===== src/rtl/reg_scoreboard_pkg.sv =====
// Shared register-file geometry and scoreboard types.
// FEATURE_RV32E selects the 16-entry register file.
package reg_scoreboard_pkg;

`ifdef FEATURE_RV32E
  localparam int unsigned NumRegs = 16;
`else
  localparam int unsigned NumRegs = 32;
`endif

  localparam int unsigned RegAddrW = 5;
  localparam int unsigned CntW     = 2;

  typedef logic [RegAddrW-1:0] reg_idx_t;
  typedef logic [CntW-1:0]     scb_cnt_t;

  // Largest number of outstanding writes a counter of width w can hold.
  function automatic int unsigned cnt_max(int unsigned w);
    return (1 << w) - 1;
  endfunction

endpackage


===== src/rtl/reg_scoreboard_counter.sv =====
// Pending-write counter for one architectural register.
// Applies issue/write-back/kill in a single step and clamps at zero on underflow.
module reg_scoreboard_counter
  import reg_scoreboard_pkg::*;
#(
  parameter int unsigned CNT_W = CntW
) (
  input  logic             clk_i,
  input  logic             reset_i,
  input  logic             inc_i,
  input  logic             wbdec_i,
  input  logic             killdec_i,
  output logic [CNT_W-1:0] count_o,
  output logic             busy_o,
  output logic             underflow_o
);

  logic [CNT_W-1:0] count_q, count_d;
  logic [CNT_W:0]   up, dn;

  always_comb begin
    up          = {1'b0, count_q} + (CNT_W + 1)'(inc_i);
    dn          = (CNT_W + 1)'(wbdec_i) + (CNT_W + 1)'(killdec_i);
    underflow_o = (up < dn);
    // The issue guard keeps the net result within range, so modular math is exact.
    count_d     = count_q + CNT_W'(inc_i) - CNT_W'(wbdec_i) - CNT_W'(killdec_i);
    if (underflow_o) begin
      count_d = '0;
    end
  end

  always_ff @(posedge clk_i) begin
    if (reset_i) begin
      count_q <= '0;
    end else begin
      count_q <= count_d;
    end
  end

  assign count_o = count_q;
  assign busy_o  = (count_q != '0);

endmodule


===== src/rtl/reg_scoreboard.sv =====
// Register scoreboard: per-register pending-write counters and the issue stall.
// x0 is never tracked; indices wrap to the register-file width.
module reg_scoreboard
  import reg_scoreboard_pkg::*;
#(
  parameter int unsigned NUM_REGS   = NumRegs,
  parameter int unsigned REG_ADDR_W = RegAddrW,
  parameter int unsigned CNT_W      = CntW
) (
  input  logic                  clk_i,
  input  logic                  reset_i,
  input  logic                  issue_valid_i,
  input  logic                  issue_writes_i,
  input  logic [REG_ADDR_W-1:0] issue_rd_i,
  input  logic [REG_ADDR_W-1:0] issue_rs1_i,
  input  logic [REG_ADDR_W-1:0] issue_rs2_i,
  input  logic                  issue_uses_rs1_i,
  input  logic                  issue_uses_rs2_i,
  output logic                  issue_ready_o,
  input  logic                  wb_valid_i,
  input  logic [REG_ADDR_W-1:0] wb_rd_i,
  input  logic                  kill_valid_i,
  input  logic [REG_ADDR_W-1:0] kill_rd_i,
  output logic [NUM_REGS-1:0]   busy_o,
  output logic                  idle_o,
  output logic                  err_o
);

  localparam int unsigned IdxW   = $clog2(NUM_REGS);
  localparam int unsigned CmpW   = CNT_W + 2;
  localparam int unsigned MaxCnt = cnt_max(CNT_W);

  logic [IdxW-1:0] rd_idx, rs1_idx, rs2_idx, wb_idx, kill_idx;

  assign rd_idx   = issue_rd_i[IdxW-1:0];
  assign rs1_idx  = issue_rs1_i[IdxW-1:0];
  assign rs2_idx  = issue_rs2_i[IdxW-1:0];
  assign wb_idx   = wb_rd_i[IdxW-1:0];
  assign kill_idx = kill_rd_i[IdxW-1:0];

  logic [CNT_W-1:0]    cnt [NUM_REGS];
  logic [NUM_REGS-1:0] busy;
  logic [NUM_REGS-1:0] uflow;
  logic [CmpW-1:0]     dec_rs1, dec_rs2, dec_rd;
  logic                src1_hz, src2_hz, dst_full, issue_fire;
  logic                err_q, err_d;

  assign cnt[0]   = '0;
  assign busy[0]  = 1'b0;
  assign uflow[0] = 1'b0;

  // Same-cycle write-back or kill releases a source (data is forwarded or consumer squashed).
  always_comb begin
    dec_rs1  = CmpW'(wb_valid_i && (wb_idx == rs1_idx))
             + CmpW'(kill_valid_i && (kill_idx == rs1_idx));
    dec_rs2  = CmpW'(wb_valid_i && (wb_idx == rs2_idx))
             + CmpW'(kill_valid_i && (kill_idx == rs2_idx));
    dec_rd   = CmpW'(wb_valid_i && (wb_idx == rd_idx))
             + CmpW'(kill_valid_i && (kill_idx == rd_idx));
    src1_hz  = issue_uses_rs1_i && (rs1_idx != '0) && (CmpW'(cnt[rs1_idx]) > dec_rs1);
    src2_hz  = issue_uses_rs2_i && (rs2_idx != '0) && (CmpW'(cnt[rs2_idx]) > dec_rs2);
    dst_full = issue_writes_i && (rd_idx != '0)
             && (CmpW'(cnt[rd_idx]) == (CmpW'(MaxCnt) + dec_rd));
    issue_ready_o = !(src1_hz || src2_hz || dst_full);
    issue_fire    = issue_valid_i && issue_ready_o && issue_writes_i && (rd_idx != '0);
  end

  for (genvar r = 1; r < NUM_REGS; r++) begin : g_cnt
    reg_scoreboard_counter #(
      .CNT_W(CNT_W)
    ) u_counter (
      .clk_i      (clk_i),
      .reset_i    (reset_i),
      .inc_i      (issue_fire && (rd_idx == IdxW'(r))),
      .wbdec_i    (wb_valid_i && (wb_idx == IdxW'(r))),
      .killdec_i  (kill_valid_i && (kill_idx == IdxW'(r))),
      .count_o    (cnt[r]),
      .busy_o     (busy[r]),
      .underflow_o(uflow[r])
    );
  end

  always_comb begin
    err_d = err_q || (|uflow);
  end

  always_ff @(posedge clk_i) begin
    if (reset_i) begin
      err_q <= 1'b0;
    end else begin
      err_q <= err_d;
    end
  end

  assign busy_o = busy;
  assign idle_o = ~|busy;
  assign err_o  = err_q;

endmodule


===== config.mk =====
export PLATFORM = sky130hd
export DESIGN_NAME = reg_scoreboard
export DESIGN_NICKNAME = d
export VERILOG_FILES = /design/src/rtl/reg_scoreboard_pkg.sv /design/src/rtl/reg_scoreboard_counter.sv /design/src/rtl/reg_scoreboard.sv
export SDC_FILE = /design/constraint.sdc
export NUM_CORES = 1
export LEC_CHECK = 0
export CAP_MARGIN = 0
export CELL_PAD_IN_SITES_DETAIL_PLACEMENT = 0
export CELL_PAD_IN_SITES_GLOBAL_PLACEMENT = 1
export CORE_ASPECT_RATIO = 1.4
export CORE_MARGIN = 2
export CORE_UTILIZATION = 51
export DETAILED_ROUTE_END_ITERATION = 12
export PLACE_DENSITY = 0.91
export SETUP_SLACK_MARGIN = 0.5
export SYNTH_ARGS = -nofsm -noshare
export SYNTH_HDL_FRONTEND = slang
export SYNTH_SLANG_ARGS = --single-unit

===== constraint.sdc =====
create_clock -name clk_i -period 9.96 [get_ports clk_i]
set_input_delay 1.494 -clock clk_i [delete_from_list [all_inputs] [get_ports clk_i]]
set_output_delay 1.494 -clock clk_i [all_outputs]
set_load 0.05 [all_outputs]

# Yosys cells after proc, flatten, opt, wreduce, memory -nomap -nowiden
# Index checks and enable logic that the tools add are counted.
# totals
wordCells	519
out_inout_bits	35
inputBits	33
regBits	63
# op_classes
n_reduce_logical	180
eq_ne	100
order_cmp	36
add_sub_neg	159
mux	9
n_bitwise	3
# ops
operator	n
5-bit equality test (second input constant)	48
2-bit by 1-bit subtractor with 2-bit output	62
5-bit by 4-bit equality test with 1-bit output (second input constant)	24
1-bit logical AND	108
2-bit by 1-bit adder with 3-bit output	31
3-bit less-than comparator	31
1-bit by 1-bit adder with 2-bit output	34
2-bit by 1-bit adder with 2-bit output	31
2-bit nonzero test	31
2-bit OR reduction	31
31-bit OR reduction	2
5-bit by 3-bit equality test with 1-bit output (second input constant)	12
2-bit binary-select mux with 5-bit select	3
5-bit by 2-bit equality test with 1-bit output (second input constant)	6
5-bit equality test	6
6-bit >= comparator (second input constant)	3
5-bit NOT with 6-bit output	3
5-bit by 1-bit equality test with 1-bit output (second input constant)	3
5-bit nonzero test	3
2-bit two-way mux	6
2-bit greater-than comparator	2
2-bit by 2-bit adder with 3-bit output (first input constant)	1
2-bit by 3-bit equality test with 1-bit output	1
1-bit logical OR	3
1-bit zero test	2

# Depth between registers and ports, before layout
# depth
word_depth	17
depth_mapped	24
mapped_depth_nobuf	21

# Modules after synthesis
# A second synthesis with hierarchy kept.
# unflattened
hier_cells	1040
hier_area_um2	10761.6
# modules_own_cells
mod	seq_area_each_um2	n_inst	cells_per_inst	area_each_um2
reg_scoreboard_counter	40.0	31	20	235.2
reg_scoreboard	20.0	1	420	3469.6

# Worst setup path after synthesis
# OpenSTA, ideal clock, no wires.
# synth_timing
path_kind	input to register
startpoint	input issue_rs2_i[0]
endpoint	register err_q (netlist: err_o)
required_ns	9.828
arrival_ns	6.635
setup_ns	0.132
setup_slack_ns	3.193
path_buffers	3
path_stages	21
cell_sequence	clkbuf_1 clkbuf_1 mux4_2 mux4_2 mux2_2 ha_1 nor2b_1 o211ai_1 o221ai_2 or2_2 clkbuf_1 nor4_1 ha_1 inv_1 fa_1 nor2_1 o21ai_0 a22o_1 a221o_1 nor4_1 a21oi_1
# synth_via
elab_chain_cells	17
word_cells_on_any_way	114
cone_classes	32 x add/sub; 32 x order compare; 2 x eq/ne; 3 x mux; 1 x bitwise; 44 x reduce/logical
# synth_lines
item	line	rtl
start, declared	reg_scoreboard.sv:16	input logic [REG_ADDR_W-1:0] issue_rs2_i,
5-bit NOT with 6-bit output (not written as such)	reg_scoreboard.sv:61	src2_hz = issue_uses_rs2_i && (rs2_idx != '0) && (CmpW'(cnt[rs2_idx]) > dec_rs2);
2-bit binary-select mux with 5-bit select	reg_scoreboard.sv:61	
2-bit two-way mux (not written as such) (2 in a row)	reg_scoreboard.sv:61	
2-bit greater-than comparator	reg_scoreboard.sv:61	
1-bit logical AND *	reg_scoreboard.sv:61	
1-bit logical OR * (2 in a row)	reg_scoreboard.sv:64	issue_ready_o = !(src1_hz || src2_hz || dst_full);
1-bit zero test *	reg_scoreboard.sv:64	
1-bit logical AND * (3 in a row)	reg_scoreboard.sv:65	issue_fire = issue_valid_i && issue_ready_o && issue_writes_i && (rd_idx != '0);
1-bit logical AND	reg_scoreboard.sv:74	.inc_i (issue_fire && (rd_idx == IdxW'(r))),
2-bit by 1-bit adder with 3-bit output	reg_scoreboard_counter.sv:22	up = {1'b0, count_q} + (CNT_W + 1)'(inc_i);
3-bit less-than comparator	reg_scoreboard_counter.sv:24	underflow_o = (up < dn);
31-bit OR reduction *	reg_scoreboard.sv:84	err_d = err_q || (|uflow);
1-bit logical OR *	reg_scoreboard.sv:84	
end signal, assigned	reg_scoreboard.sv:91	err_q <= err_d;
end, declared	reg_scoreboard.sv:46	logic err_q, err_d;
# Every way passes the cells marked *; elsewhere a longest branch is shown, timed or not. The select of a mux whose other input is x is not followed.
# A chain may end at the register's enable or synchronous reset.

# Final worst setup path
# layout_timing
startpoint	input issue_rs1_i[1]
endpoint	register err_q (netlist: err_o)
# layout_via
elab_chain_cells	17
word_cells_on_any_way	114
cone_classes	32 x add/sub; 32 x order compare; 2 x eq/ne; 3 x mux; 1 x bitwise; 44 x reduce/logical
# layout_lines
item	line	rtl
start, declared	reg_scoreboard.sv:15	input logic [REG_ADDR_W-1:0] issue_rs1_i,
5-bit NOT with 6-bit output (not written as such)	reg_scoreboard.sv:60	src1_hz = issue_uses_rs1_i && (rs1_idx != '0) && (CmpW'(cnt[rs1_idx]) > dec_rs1);
2-bit binary-select mux with 5-bit select	reg_scoreboard.sv:60	
2-bit two-way mux (not written as such) (2 in a row)	reg_scoreboard.sv:60	
2-bit greater-than comparator	reg_scoreboard.sv:60	
1-bit logical AND *	reg_scoreboard.sv:60	
1-bit logical OR * (2 in a row)	reg_scoreboard.sv:64	
1-bit zero test *	reg_scoreboard.sv:64	
1-bit logical AND * (3 in a row)	reg_scoreboard.sv:65	
1-bit logical AND	reg_scoreboard.sv:74	
2-bit by 1-bit adder with 3-bit output	reg_scoreboard_counter.sv:22	
3-bit less-than comparator	reg_scoreboard_counter.sv:24	
31-bit OR reduction *	reg_scoreboard.sv:84	
1-bit logical OR *	reg_scoreboard.sv:84	
# Marks and branches as above.

==> summary.md <==
| Metric | Value |
|---|---|
| Outcome | `complete, no violations` |
| Detail Route Antenna Nets | `0` |
| Count of standard-cell rows | `60` |
| Final critical-path required period | `7830 ps` |
| Setup Buffers After CTS | `0` |
| Congestion Overflow GR | `0` |
| Wire length after detailed routing | `29900 um` |
| HP Class | `reg -> reg` |
| GP Congestion | `0.970` |
| Share of flip-flops with an asynchronous set or reset after synthesis | `0` |
| H-tree Lvls | `3` |
| PostCTS Resize Cnt | `0` |
| DIE AREA | `20900 um2` |
| Peak fanout along the critical path | `15` |
| Cell types with the largest area share after synthesis | `ha_1, dfxtp_1, fa_1` |
| Area share of the leading cell type in the synthesized netlist | `0.201` |
| Worst setup EP type | `register` |
| Setup Total Neg Slack | `0 ps` |
| Final Hold Fails | `0` |
| Remaining max-slew budget at the tightest pin | `0.184` |
| Vias after detailed routing | `8129` |
| Clock slew at reported path FFs | `50 ps` |
| Number of antenna violations at the first check in global routing | `0` |
| Tcrit/Tclk final | `0.786` |
| Average vias per placed instance | `5.87` |
| HPWL after detailed placement | `23900 um` |
| Worst Tran Pin Value | `1220 ps` |
| Fin Hold WS | `635 ps` |
| Gr usage total | `0.300` |
| Max Fclk | `128 MHz` |
| Most frequent cell after synthesis | `inv_1` |
| Quantity of I/O buffers inserted on ports | `66` |
| Post-CTS Hold Fix Bufs | `0` |
| Average cell area after synthesis | `8.92 um2` |
| Max-cap violations | `0` |
| Worst-path cell with the longest stage delay | `clkdlybuf4s50_1` |
| Net count after synthesis | `1386` |
| Wire length of the first global-routing pass | `46300 um` |
| Number of distinct library cell variants in the gate-level netlist after synthesis | `54` |
| Gate count of the mapped netlist | `1129` |
| Remaining routing DRC violations | `0` |
| Sort of element at the start of the critical path | `input pin` |
| Clock sinks | `63` |
| Path type of the worst setup path | `in -> reg` |
| Number of nets in the finished design | `1393` |
| Leakage power figure | `0.00542 uW` |
| Ports | `68` |
| Number of clock buffers inserted by TritonCTS | `9` |
| Register bit total from synthesis | `63` |
| Number of endpoints failing setup at the final stage | `0` |
| RSZ-0062 raised after global routing | `no` |
| Pin count of the biggest net entering global routing | `37` |
| Number of buffer and inverter instances along the worst setup path | `3` |
| First drt pass iteration count | `5` |
| Synth top cells by count | `inv_1, ha_1, nand2_1` |
| Data arrival time of the worst path | `8040 ps` |
| Clock tree from TritonCTS | `done` |
| Area overhead of the layout relative to synthesis | `8.14%` |
| Number of flops mapped to enable cells by yosys | `0` |
| Buffer levels on the longest clock path | `2` |
| Starting utilization of the core area | `0.522` |
| Ys flop type | `dfxtp_1` |
| Overall power after layout | `834 uW` |
| Max stage delay on crit path | `850 ps` |
| Cell area after technology mapping | `10100 um2` |
| Critical Path, Cell by Cell | `clkdlybuf4s50_1, buf_4, mux4_2, mux4_2, mux2_2, ha_1, nor2b_1, o211ai_1, o221ai_2, nor2_1, o31ai_4, nor2_1, ha_1, inv_1, fa_1, o31a_1, or4_1, nor4_1, a21oi_1` |
| Kind of cell adding the most delay to the critical path | `simple AND/OR/NAND/NOR gates` |
| Critical path data required time | `10170 ps` |
| Width of the chip | `123 um` |
| Yosys warning count | `0` |
| Fraction of the yosys area taken by sequential cells | `0.125` |
| Fraction of layout instances using a drive strength above 1 | `0.0888` |
| Post-route clock skew | `9.62 ps` |
| Pwr/cell area | `76.6 nW/um2` |
| Detailed Route Iter0 Violations | `814` |
| Number of pins with negative max-slew slack in the final report | `0` |
| Source-to-sink clock delay at the later pin of the worst-skew pair | `350 ps` |
| Worst ir drop on vdd | `64.0 uV` |
| Number of diodes added for antenna fixing | `0` |
| Die height | `170 um` |
| Worst slack after detailed placement | `1930 ps` |
| Number of inserted filler cells in the final layout | `1754` |
| Clk Tree Root Cell | `clkbuf_16` |
| Vias in the first global route | `8446` |
| Yosys top cell by area | `ha_1` |
| Worst-case setup margin in the final layout | `2130 ps` |
| Core region area | `19300 um2` |
| Wire length per cell | `21.6 um` |
-- layout by cell type (no fill, tap or decap), types with 15 or more instances in the layout --
cell type          n
mux4_2            42
nor2_1            49
fa_1              62
clkdlybuf4s50_1   65
o21ai_0           25
inv_1            167
nand3_1           15
a21oi_1           25
dfxtp_1           63
xor2_1            27
nor3_1            17
ha_1             162
nor4_1            26
or2_2             25
xnor2_1           65
and2_1            58
nand2_1           83
nor2b_1           34
-- report_power, final --
part | leakage (uW) | switching, uW | internal, uW
Clock | 0.000127 | 125 | 170
Sequential | 0.000510 | 17.7 | 260
Combinational | 0.00478 | 160 | 100
Total | 0.00542 | 303 | 531
-- state kept, by name, summed over array words and instances (netlist names) --
name and count:
g_cnt.u_counter.count_o 62, err_o 1
-- final timing paths --
path         cells after the start  slack (ps)                                        to                                      from
min                              2         640  g_cnt[1].u_counter.count_o[1]$_SDFF_PP0_  g_cnt[1].u_counter.count_o[1]$_SDFF_PP0_
max reg2reg                     17        4040                          err_o$_SDFF_PP0_  g_cnt[7].u_counter.count_o[1]$_SDFF_PP0_
min reg2reg                      2         640  g_cnt[1].u_counter.count_o[1]$_SDFF_PP0_  g_cnt[1].u_counter.count_o[1]$_SDFF_PP0_
max                             19        2130                          err_o$_SDFF_PP0_                            issue_rs1_i[1]
-- cells by family after synthesis --
group / share of synthesized area
AOI/OAI and AO/OA: 0.0672
xor gates and xnor gates: 0.0800
adders and majority gates: 0.325
buffers and inverters: 0.107
DFF: 0.125
muxes: 0.113
other: 0.000372
and+or+nand+nor: 0.183
-- routing by layer --
metal | up-vias | GRT usage | share of wire
met3 | 134 | 0.0516 | 0.069
met5 | - | 0 | 0
li1 | 3689 | - | -
met1 | 3910 | 0.326 | 0.35
met4 | 0 | 0.242 | 0.096
met2 | 396 | 0.506 | 0.49
-- worst register-to-register path, stage by stage (launching register included) --
cell      delay (ps)
dfxtp_1          440
mux4_2           530
mux4_2           460
mux2_2           290
ha_1             310
nor2b_1          130
o211ai_1         220
o221ai_2         260
nor2_1           250
o31ai_4          230
nor2_1           320
ha_1             250
inv_1             60
fa_1             450
o31a_1           320
or4_1            580
nor4_1           530
a21oi_1          130
-- final cells by class --
class                      instances  area (um2)  share of cell area
clock buffer                      11         243              0.0223
tap                              248         310              0.0285
clock inverter                     2        10.0            0.000919
sequential                        63        1260               0.116
timing repair buffer              72         701              0.0643
multi-input combinational        822        7730               0.710
inverter                         168         631              0.0579
-- stage by stage --
step / utilization / area (um2) / cells
CTS: 0.564 / 10900 / 1386
floorplan: - / 10100 / 1129
global placement: 0.551 / 10600 / 1373
detailed placement: 0.551 / 10600 / 1373
global route: 0.564 / 10900 / 1386
finish: 0.564 / 10900 / 1386
Power figures use the tool's default switching activity.
